**src/rtl/cpu_defs_pkg.sv**
```systemverilog
// cpu_defs -- TLB entry layout, fetch-side TLB exception codes and buffer FSM states.
// rev 1.0
`default_nettype none
package cpu_defs;

    typedef struct packed {
        logic [18:0] VPN2;
        logic [7:0]  ASID;
        logic        G;
        logic [19:0] PFN0;
        logic [19:0] PFN1;
        logic [2:0]  C0;
        logic [2:0]  C1;
        logic        V0;
        logic        V1;
    } TLB_Entry;

    localparam logic [1:0] IF_TLBNone    = 2'b00;
    localparam logic [1:0] IF_TLBRefill  = 2'b01;
    localparam logic [1:0] IF_TLBInvalid = 2'b10;

    localparam logic [2:0] CACHED = 3'd3;

    typedef enum logic [0:0] {
        S_IDLE = 1'b0,
        S_REQ  = 1'b1
    } itlb_state_t;

endpackage
`default_nettype wire

```
**src/rtl/itlb_cam.sv**
```systemverilog
// itlb_cam -- combinational ENTRY_NUM-way VPN2/ASID match over the buffered entries.
// rev 1.0
`default_nettype none
module itlb_cam
    import cpu_defs::*;
#(
    parameter int ENTRY_NUM = 4,
    parameter int PTR_W     = $clog2(ENTRY_NUM)
) (
    input  TLB_Entry [ENTRY_NUM-1:0] entries,
    input  logic [ENTRY_NUM-1:0]     valid,
    input  logic [18:0]              vpn2,
    input  logic [7:0]               asid,
    output logic [ENTRY_NUM-1:0]     hit_vec,
    output logic [PTR_W-1:0]         hit_idx,
    output TLB_Entry                 hit_entry
);

    for (genvar i = 0; i < ENTRY_NUM; i++) begin : g_match
        assign hit_vec[i] = valid[i] && (entries[i].VPN2 == vpn2)
                            && (entries[i].G || (entries[i].ASID == asid));
    end

    // Fill logic keeps hits one-hot, so an OR-style select is sufficient.
    always_comb begin
        hit_idx   = '0;
        hit_entry = '0;
        for (int i = 0; i < ENTRY_NUM; i++) begin
            if (hit_vec[i]) begin
                hit_idx   = PTR_W'(i);
                hit_entry = entries[i];
            end
        end
    end

endmodule
`default_nettype wire

```
**src/rtl/itlb_multi_buffer.sv**
```systemverilog
// itlb_multi_buffer -- multi-entry PREIF translation buffer with main-TLB refill FSM.
// rev 1.0
`default_nettype none
module itlb_multi_buffer
    import cpu_defs::*;
#(
    parameter int ENTRY_NUM = 4,
    parameter int PTR_W     = $clog2(ENTRY_NUM)
) (
    input  logic        clk,
    input  logic        resetn,
    input  logic        I_Req,
    input  logic [31:0] Virt_Iaddr,
    input  logic [7:0]  Cur_ASID,
    input  logic        K0_Cached,
    input  logic        TLBBuffer_Flush,
    input  logic        s0_found,
    input  TLB_Entry    I_TLBEntry,
    output logic        I_TLBReq,
    output logic [31:13] I_VPN2,
    output logic [31:0] Phsy_Iaddr,
    output logic        I_IsCached,
    output logic        I_IsTLBBufferValid,
    output logic        I_IsTLBStall,
    output logic [1:0]  IF_TLBExceptType
);

    TLB_Entry [ENTRY_NUM-1:0] entries;
    logic [ENTRY_NUM-1:0]     valid;
    logic [PTR_W-1:0]         ptr;
    logic [PTR_W-1:0]         victim;
    logic                     pend_valid;
    logic [18:0]              pend_vpn2;
    logic [18:0]              req_vpn2;
    itlb_state_t              state;

    logic [ENTRY_NUM-1:0]     hit_vec;
    logic [PTR_W-1:0]         unused_hit_idx;
    TLB_Entry                 hit_entry;
    logic                     hit;
    logic                     unmapped;
    logic                     pend_hit;
    logic                     miss_start;
    logic [19:0]              page_pfn;
    logic [2:0]               page_c;
    logic                     page_v;

    itlb_cam #(
        .ENTRY_NUM (ENTRY_NUM),
        .PTR_W     (PTR_W)
    ) u_cam (
        .entries   (entries),
        .valid     (valid),
        .vpn2      (Virt_Iaddr[31:13]),
        .asid      (Cur_ASID),
        .hit_vec   (hit_vec),
        .hit_idx   (unused_hit_idx),
        .hit_entry (hit_entry)
    );

    assign hit      = |hit_vec;
    assign unmapped = (Virt_Iaddr[31:30] == 2'b10);
    assign pend_hit = pend_valid && (pend_vpn2 == Virt_Iaddr[31:13]);
    assign page_pfn = Virt_Iaddr[12] ? hit_entry.PFN1 : hit_entry.PFN0;
    assign page_c   = Virt_Iaddr[12] ? hit_entry.C1   : hit_entry.C0;
    assign page_v   = Virt_Iaddr[12] ? hit_entry.V1   : hit_entry.V0;

    assign I_TLBReq = (state == S_REQ);
    assign I_VPN2   = req_vpn2;

    always_comb begin
        victim = ptr;
        for (int i = ENTRY_NUM - 1; i >= 0; i--) begin
            if (!valid[i]) victim = PTR_W'(i);
        end
    end

    always_comb begin
        Phsy_Iaddr         = '0;
        I_IsCached         = 1'b0;
        I_IsTLBBufferValid = 1'b0;
        I_IsTLBStall       = 1'b0;
        IF_TLBExceptType   = IF_TLBNone;
        miss_start         = 1'b0;
        if (state == S_REQ) begin
            I_IsTLBStall = 1'b1;
        end else if (I_Req) begin
            if (unmapped) begin
                I_IsTLBBufferValid = 1'b1;
                Phsy_Iaddr         = {3'b000, Virt_Iaddr[28:0]};
                I_IsCached         = !Virt_Iaddr[29] && K0_Cached;
            end else if (hit) begin
                I_IsTLBBufferValid = 1'b1;
                Phsy_Iaddr         = {page_pfn, Virt_Iaddr[11:0]};
                I_IsCached         = (page_c == CACHED);
                if (!page_v) IF_TLBExceptType = IF_TLBInvalid;
            end else if (pend_hit) begin
                I_IsTLBBufferValid = 1'b1;
                IF_TLBExceptType   = IF_TLBRefill;
            end else begin
                I_IsTLBStall = 1'b1;
                miss_start   = 1'b1;
            end
        end
    end

    always_ff @(posedge clk) begin
        if (!resetn) begin
            state      <= S_IDLE;
            valid      <= '0;
            ptr        <= '0;
            pend_valid <= 1'b0;
            pend_vpn2  <= '0;
            req_vpn2   <= '0;
        end else begin
            case (state)
                S_IDLE: begin
                    if (miss_start) begin
                        req_vpn2 <= Virt_Iaddr[31:13];
                        state    <= S_REQ;
                    end
                end
                S_REQ: begin
                    state <= S_IDLE;
                    if (!TLBBuffer_Flush) begin
                        if (s0_found) begin
                            entries[victim] <= I_TLBEntry;
                            valid[victim]   <= 1'b1;
                            ptr             <= ptr + PTR_W'(1);
                            pend_valid      <= 1'b0;
                        end else begin
                            pend_valid <= 1'b1;
                            pend_vpn2  <= req_vpn2;
                        end
                    end
                end
                default: state <= S_IDLE;
            endcase
            // Flush wins over any fill or pending update made above.
            if (TLBBuffer_Flush) begin
                valid      <= '0;
                pend_valid <= 1'b0;
            end
        end
    end

endmodule
`default_nettype wire

```
**config.mk**
```make
export PLATFORM = sky130hd
export DESIGN_NAME = itlb_multi_buffer
export DESIGN_NICKNAME = d
export VERILOG_FILES = /design/src/rtl/cpu_defs_pkg.sv /design/src/rtl/itlb_cam.sv /design/src/rtl/itlb_multi_buffer.sv
export SDC_FILE = /design/constraint.sdc
export NUM_CORES = 1
export LEC_CHECK = 0
export CORE_MARGIN = 3
export CORE_UTILIZATION = 50
export CTS_CLUSTER_SIZE = 28
export DETAILED_ROUTE_END_ITERATION = 8
export PLACE_DENSITY_LB_ADDON = 0.12
export SYNTH_ARGS = -nofsm -noshare
export SYNTH_HDL_FRONTEND = slang
export SYNTH_SLANG_ARGS = --single-unit
```
**constraint.sdc**
```tcl
create_clock -name clk -period 5.7 [get_ports clk]
set_clock_uncertainty 0.15 [all_clocks]
set_input_delay 0.855 -clock clk [delete_from_list [all_inputs] [get_ports clk]]
set_output_delay 0.855 -clock clk [all_outputs]
set_load 0.05 [all_outputs]
```
==> results of run 1 <==
worst max path at each step:
stage	endpoint	slack, ns
after floorplan	entries[152]$_DFFE_PP_	0.40
after detailed placement	IF_TLBExceptType[1]	0.37
after CTS	Phsy_Iaddr[3]	0.35
after global placement	IF_TLBExceptType[1]	0.38
final	Phsy_Iaddr[3]	0.34
after global routing	Phsy_Iaddr[8]	0.13
power by group through the flow:
stage / Sequential, mW / Combinational (mW) / Clock [mW]
final: 2.81 / 0.394 / 2.32
after global routing: 2.81 / 0.413 / 2.45
after CTS: 2.81 / 0.392 / 2.34
after detailed placement: 2.86 / 0.389 / 0
after global placement: 2.86 / 0.387 / 0
after floorplan: 2.89 / 0.151 / 0
layout by cell type, fill, tap and decap left out, types with 4 or more instances in the layout:
| master | instances |
|---|---|
| o21a_1 | 6 |
| buf_12 | 42 |
| o221ai_1 | 16 |
| nor3b_1 | 17 |
| o31a_1 | 11 |
| nand2b_1 | 4 |
| clkbuf_1 | 6 |
| a221oi_1 | 32 |
| nand2_1 | 59 |
| o211a_1 | 4 |
| clkinv_2 | 6 |
| a211oi_2 | 7 |
| nor2_4 | 5 |
| nand4_1 | 55 |
| xnor2_1 | 66 |
| clkdlybuf4s50_1 | 141 |
| clkinv_1 | 7 |
| a211oi_1 | 9 |
| o311a_1 | 20 |
| buf_4 | 43 |
| clkbuf_16 | 40 |
| a21oi_1 | 60 |
| o21ai_0 | 56 |
| dfxtp_1 | 46 |
| nand4b_1 | 4 |
| edfxtp_1 | 304 |
| nor4_1 | 16 |
| nor2_1 | 41 |
| and3_1 | 4 |
| nand3_1 | 25 |
| xor2_1 | 63 |
| a31oi_1 | 5 |
| inv_1 | 50 |
| mux2i_1 | 4 |
| nor3_1 | 9 |
state kept, by name, indices dropped and copies added, names as in the netlist:
name	count
valid	4
pend_valid	1
entries	304
I_VPN2	19
I_TLBReq	1
pend_vpn2	19
ptr	2
layer usage:
| metal | track usage | vias up | part of all wire |
|---|---|---|---|
| met3 | 0.0392 | 66 | 0.076 |
| met1 | 0.374 | 5253 | 0.42 |
| met4 | 0.0641 | 0 | 0.021 |
| li1 | - | 4668 | - |
| met5 | 0 | - | 0 |
| met2 | 0.418 | 451 | 0.48 |
through the flow:
stage          worst slack, ns  cell area (um2)  cells  total power, mW
2_1_floorplan            0.397            15000   1129             3.04
4_1_cts                  0.352            18900   1720             5.54
3_3_place_gp             0.375            17700   1656             3.25
5_1_grt                  0.130            18900   1720             5.66
6_report                 0.342            18900   1720             5.52
3_5_place_dp             0.374            17700   1656             3.25
kinds of logic (layout without fill, tap and decap cells):
kind of cell    after synthesis  in the layout  synth area share
xor+xnor                    129            129            0.0753
compound gates              245            245             0.117
mux                           4              4           0.00267
simple gates                267            267            0.0974
buf+inv                     134            341            0.0383
flops                       350            350             0.670
critical path: stages:
cell and delay (ns):
clkdlybuf4s50_1 0.90, xnor2_1 0.26, nand4_1 0.14, nor2_1 0.08, nand3_2 0.10, buf_12 0.25, nand4_1 0.28, o21ai_0 1.01
nor2_1 0.21, buf_12 0.23
cell type report:
class / count / area [um2]
clock inverters: 16 / 130
well taps: 384 / 480
multi-input cells: 645 / 4430
fillers: 2213 / 10300
inverters: 51 / 191
flip-flops and latches: 350 / 10000
repair buffers: 226 / 2570
clock buffers: 48 / 1040
==> metrics.cfg, run 1 <==
[global_routing]
overflow = 0
antenna_found_initial = 0
grt_pass1_wl_um = 62400
grt_pass1_vias = 10200
track_usage = 0.260
grt_max_degree = 82

[cts]
cts-resized-gates = 0
cts_sinks = 350
cts_tree = built
post-cts-setup-buffer-count = 0
clkTransAtPathRegs_ns = 0.06
clk_path_buf_depth = 3
insertion_delay_ns = 0.51
ctsHoldBuffers = 0
cts_htree_levels = 2
clockRootBuffer = clkbuf_16
numCtsBuffers = 37

[critical_path]
worstPathRequired_ns = 4.70
worstReg2RegStart = entries[282]$_DFFE_PP_
rr_worst_depth = 8
cp_max_fo = 43
path_class = in -> out
crit_arrival_ns = 4.35
crit_start = Virt_Iaddr[26]
crit_path_end_kind = output pin
reg2reg_slack_ns = 2.67
critPathLaunchType = primary input
r2r-end = I_VPN2[25]$_SDFFE_PN0P_

[placed_design]
io_buffers = 178
place_hpwl_um = 27700
gp_congestion = 0.890

[yosys]
synthTopCellsByCount = edfxtp_1, xnor2_1, xor2_1
synth_most_common_cell = edfxtp_1
yosysTopAreaCell = edfxtp_1
ys_seq_elements = 350
syn_avg_cell_area_um2 = 13.3
yosysTopAreaCellShare = 0.608
synth_edf_count = 304
synth_ff_type = edfxtp_1
synthCells = 1129
synth_cell_types = 58
async_reset_ff_frac = 0
synth.area.top_cells = edfxtp_1, dfxtp_1, xnor2_1
syn_nets = 1251
yosys_warnings = 0
syn_area_um2 = 15000
ys_seq_area_frac = 0.670

[power]
p_seq_frac = 0.508
pwr-share-clk = 0.421
peakVddDrop_mv = 0.219
p_sw_mw = 1.18
power_density_nw_per_um2 = 292
p_comb_frac = 0.071
leakagePower_nw = 6.26
swShare = 0.214
internal_power_mw = 4.34

[timing]
period_needed_ns = 5.36
holdWs_ns = 0.315
finalSetupTns_ns = 0
period_share = 0.940
setup_viol = 0
final_hold_viol_count = 0
rsz0062_at_grt = false
finalMaxSlewViolations = 0
fmax_mhz = 187
slew_headroom = 0.186
worst_pin_slew_ns = 1.21

[route]
routed-via-count = 10400
drt_iter0_drc = 1013
wire_per_inst_um = 24.7
postRouteWirelength_um = 42400
first_pass_iters = 5
drc_errors = 0
ant_nets = 0
vias_per_cell = 6.07

[layout]
areaGrowthSynthToFinish_pct = 26.0
finalNetCount = 1433
fin_util = 0.648
drive_gt1_frac = 0.123
antennaDiodeCount = 0

[floorplan]
rows = 62
die_x_um = 179
dieHeight_um = 179
fp.dieArea_um2 = 32100
start_util = 0.515
core_um2 = 29200
ios = 179

[outcome]
status = completed

[hold_path]
worstHoldStart = I_VPN2[24]$_SDFFE_PN0P_
worstHoldPathCells = 2
hold_path_class = reg -> reg
hold_path_end = pend_vpn2[11]$_SDFFE_PN0P_

[run]
cap_viol_max_count = 0

No activity file was read; power rests on OpenSTA's default activity.
==> run 2, diff against run 1 <==
CAP_MARGIN = 30   (was not set)
CORE_UTILIZATION = 56   (was 50)
==> metrics.cfg, run 2 (synthesized netlist as in run 1, its figures left out) <==
[floorplan]
fp.dieArea_um2 = 28800  ; -10%
die_x_um = 170  ; -5.3%
dieHeight_um = 170  ; -5.3%
ios = 179  ; unchanged
core_um2 = 26200  ; -10%
rows = 59  ; -4.8%
start_util = 0.573  ; +0.0582

[timing]
rsz0062_at_grt = false
period_share = 0.932  ; -0.00847
finalMaxSlewViolations = 0  ; unchanged
fmax_mhz = 188  ; +0.91%
worst_pin_slew_ns = 0.954  ; -0.255 ns
final_hold_viol_count = 0  ; unchanged
slew_headroom = 0.363  ; +0.177
setup_viol = 0  ; unchanged
finalSetupTns_ns = 0  ; unchanged
period_needed_ns = 5.31  ; -0.0483 ns

[hold_path]
hold_path_end = pend_vpn2[10]$_SDFFE_PN0P_
worstHoldStart = I_VPN2[23]$_SDFFE_PN0P_
worstHoldPathCells = 2  ; unchanged
hold_path_class = reg -> reg

[cts]
clockRootBuffer = clkbuf_16
insertion_delay_ns = 0.53  ; +0.02 ns
cts_htree_levels = 2  ; unchanged
clk_path_buf_depth = 3  ; unchanged
post-cts-setup-buffer-count = 0  ; unchanged
clkTransAtPathRegs_ns = 0.06  ; about the same
ctsHoldBuffers = 0  ; unchanged
cts_tree = built
cts_sinks = 350  ; unchanged
cts-resized-gates = 0  ; unchanged
numCtsBuffers = 38  ; +2.7%

[layout]
top_register = entries
layout_common_cells = edfxtp_1, clkdlybuf4s50_1, xnor2_1
finalNetCount = 1435  ; +0.14%
fin_cells = 1679  ; -2.4%
drive_gt1_frac = 0.130  ; +0.00681
areaGrowthSynthToFinish_pct = 25.6
final_common_cell = edfxtp_1
largest_register_ffs = 304  ; unchanged
fillers = 1768  ; -20%

[critical_path]
critPathLaunchType = primary input
rr_worst_depth = 9  ; +1
cp_top_family = buffers and inverters
worst-path-stages = 11  ; +1
slowest_stage = clkdlybuf4s50_1
worstPathRequired_ns = 4.70  ; about the same
r2r-end = I_VPN2[19]$_SDFFE_PN0P_
path_class = in -> out
worstReg2RegStart = entries[280]$_DFFE_PP_
cp_max_fo = 12  ; -72%
reg2reg_slack_ns = 2.63  ; -0.04 ns
crit_path_end_kind = output pin
crit_buf_inv = 4  ; +1
worstPathCellList = clkdlybuf4s50_1, buf_4, xor2_1, nor4_1, and3_1, nand3_1, buf_4, o21ai_0, o221ai_1, a211oi_2, buf_12
cp_slowest_stage_delay_ns = 0.60  ; -0.41 ns
crit_arrival_ns = 4.31  ; -0.04 ns
worst_path_most_repeated_cell = buf_4
crit_start = Virt_Iaddr[28]

[power]
peakVddDrop_mv = 0.179  ; -18%
power_density_nw_per_um2 = 297  ; +1.8%
swShare = 0.221  ; +0.00763
internal_power_mw = 4.37  ; +0.53%
pwr-share-clk = 0.430  ; +0.009
p_seq_frac = 0.501  ; -0.007
leakagePower_nw = 6.29  ; +0.39%
p_comb_frac = 0.070  ; about the same
p_sw_mw = 1.24  ; +5.1%

[placed_design]
place_hpwl_um = 27900  ; +0.87%
io_buffers = 178  ; unchanged
dpl.cell_count = 1608  ; -2.9%
gp_congestion = 0.940  ; +5.7%

[route]
routed-via-count = 10500  ; +0.75%
drt_iter0_drc = 1252  ; +24%
first_pass_iters = 5  ; unchanged
vias_per_cell = 6.26  ; +3.2%
postRouteWirelength_um = 42000  ; -0.89%
wire_per_inst_um = 25.0  ; +1.5%
drc_errors = 0  ; unchanged
ant_nets = 0  ; unchanged

[outcome]
status = completed

[run]
cap_viol_max_count = 0  ; unchanged

[global_routing]
antenna_found_initial = 1  ; +1
track_usage = 0.290  ; +0.0307
grt_pass1_wl_um = 63000  ; +1.0%
grt_max_degree = 56  ; -32%
grt_pass1_vias = 10500  ; +3.4%
overflow = 0  ; unchanged

==> run 2: cell count changes in the layout (fill, tap and decap cells not counted), sizes merged <==
| cell | change |
|---|---|
| clkbuf | +2 |
| clkinv | +2 |
| inv | +2 |
| buf | +1 |
| diode | +1 |
==> run 2: how the worst max path moves through the flow <==
stage,endpoint
final,Phsy_Iaddr[22]
after global routing,Phsy_Iaddr[3]
after CTS,Phsy_Iaddr[9]
after detailed placement,Phsy_Iaddr[9]
after global placement,Phsy_Iaddr[20]
after floorplan,entries[152]$_DFFE_PP_
==> run 2: routing by layer <==
| metal | wire, um | GRT usage | share of wire |
|---|---|---|---|
| met1 | 16700 | 0.393 | 0.40 |
| met2 | 20200 | 0.472 | 0.48 |
| met5 | 0 | 0 | 0 |
| met3 | 3560 | 0.0533 | 0.085 |
| met4 | 1610 | 0.112 | 0.038 |
==> run 2: worst register-to-register path, stage by stage, from the launching register on <==
cell and delay, ns:
edfxtp_1 0.38, xor2_1 0.15, nor4_1 0.35, a21oi_1 0.24, or4_1 0.72, buf_4 0.25
nand4_1 0.19, buf_4 0.25, o21ai_0 0.12, a21oi_1 0.17
==> run 2: power groups by stage <==
stage / registers (mW) / logic [mW] / clock network, mW
floorplan: 2.89 / 0.151 / 0
global placement: 2.86 / 0.383 / 0
detailed placement: 2.86 / 0.385 / 0
CTS: 2.81 / 0.388 / 2.43
global route: 2.81 / 0.411 / 2.53
finish: 2.81 / 0.392 / 2.41
==> run 2: area by class of cell <==
type | count | area [um2] | share of cell area
sequential | 350 | 10000 | 0.533
multi-input combinational | 645 | 4430 | 0.235
timing repair buffer | 227 | 2530 | 0.134
clock buffer | 50 | 1050 | 0.0557
tap | 335 | 419 | 0.0222
inverter | 51 | 191 | 0.0102
clock inverter | 20 | 181 | 0.00962
antenna | 1 | 2.50 | 0.000133
==> run 2: through the flow <==
stage               setup WS [ns]   util  hold WS [ns]  power [mW]  instance area, um2
floorplan                   0.397      -         0.298        3.04               15000
global placement            0.519  0.673         0.301        3.24               17600
detailed placement          0.453  0.673         0.308        3.24               17600
CTS                         0.453  0.720         0.316        5.62               18900
global route                0.270  0.720         0.337        5.75               18900
finish                      0.390  0.720         0.317        5.61               18900
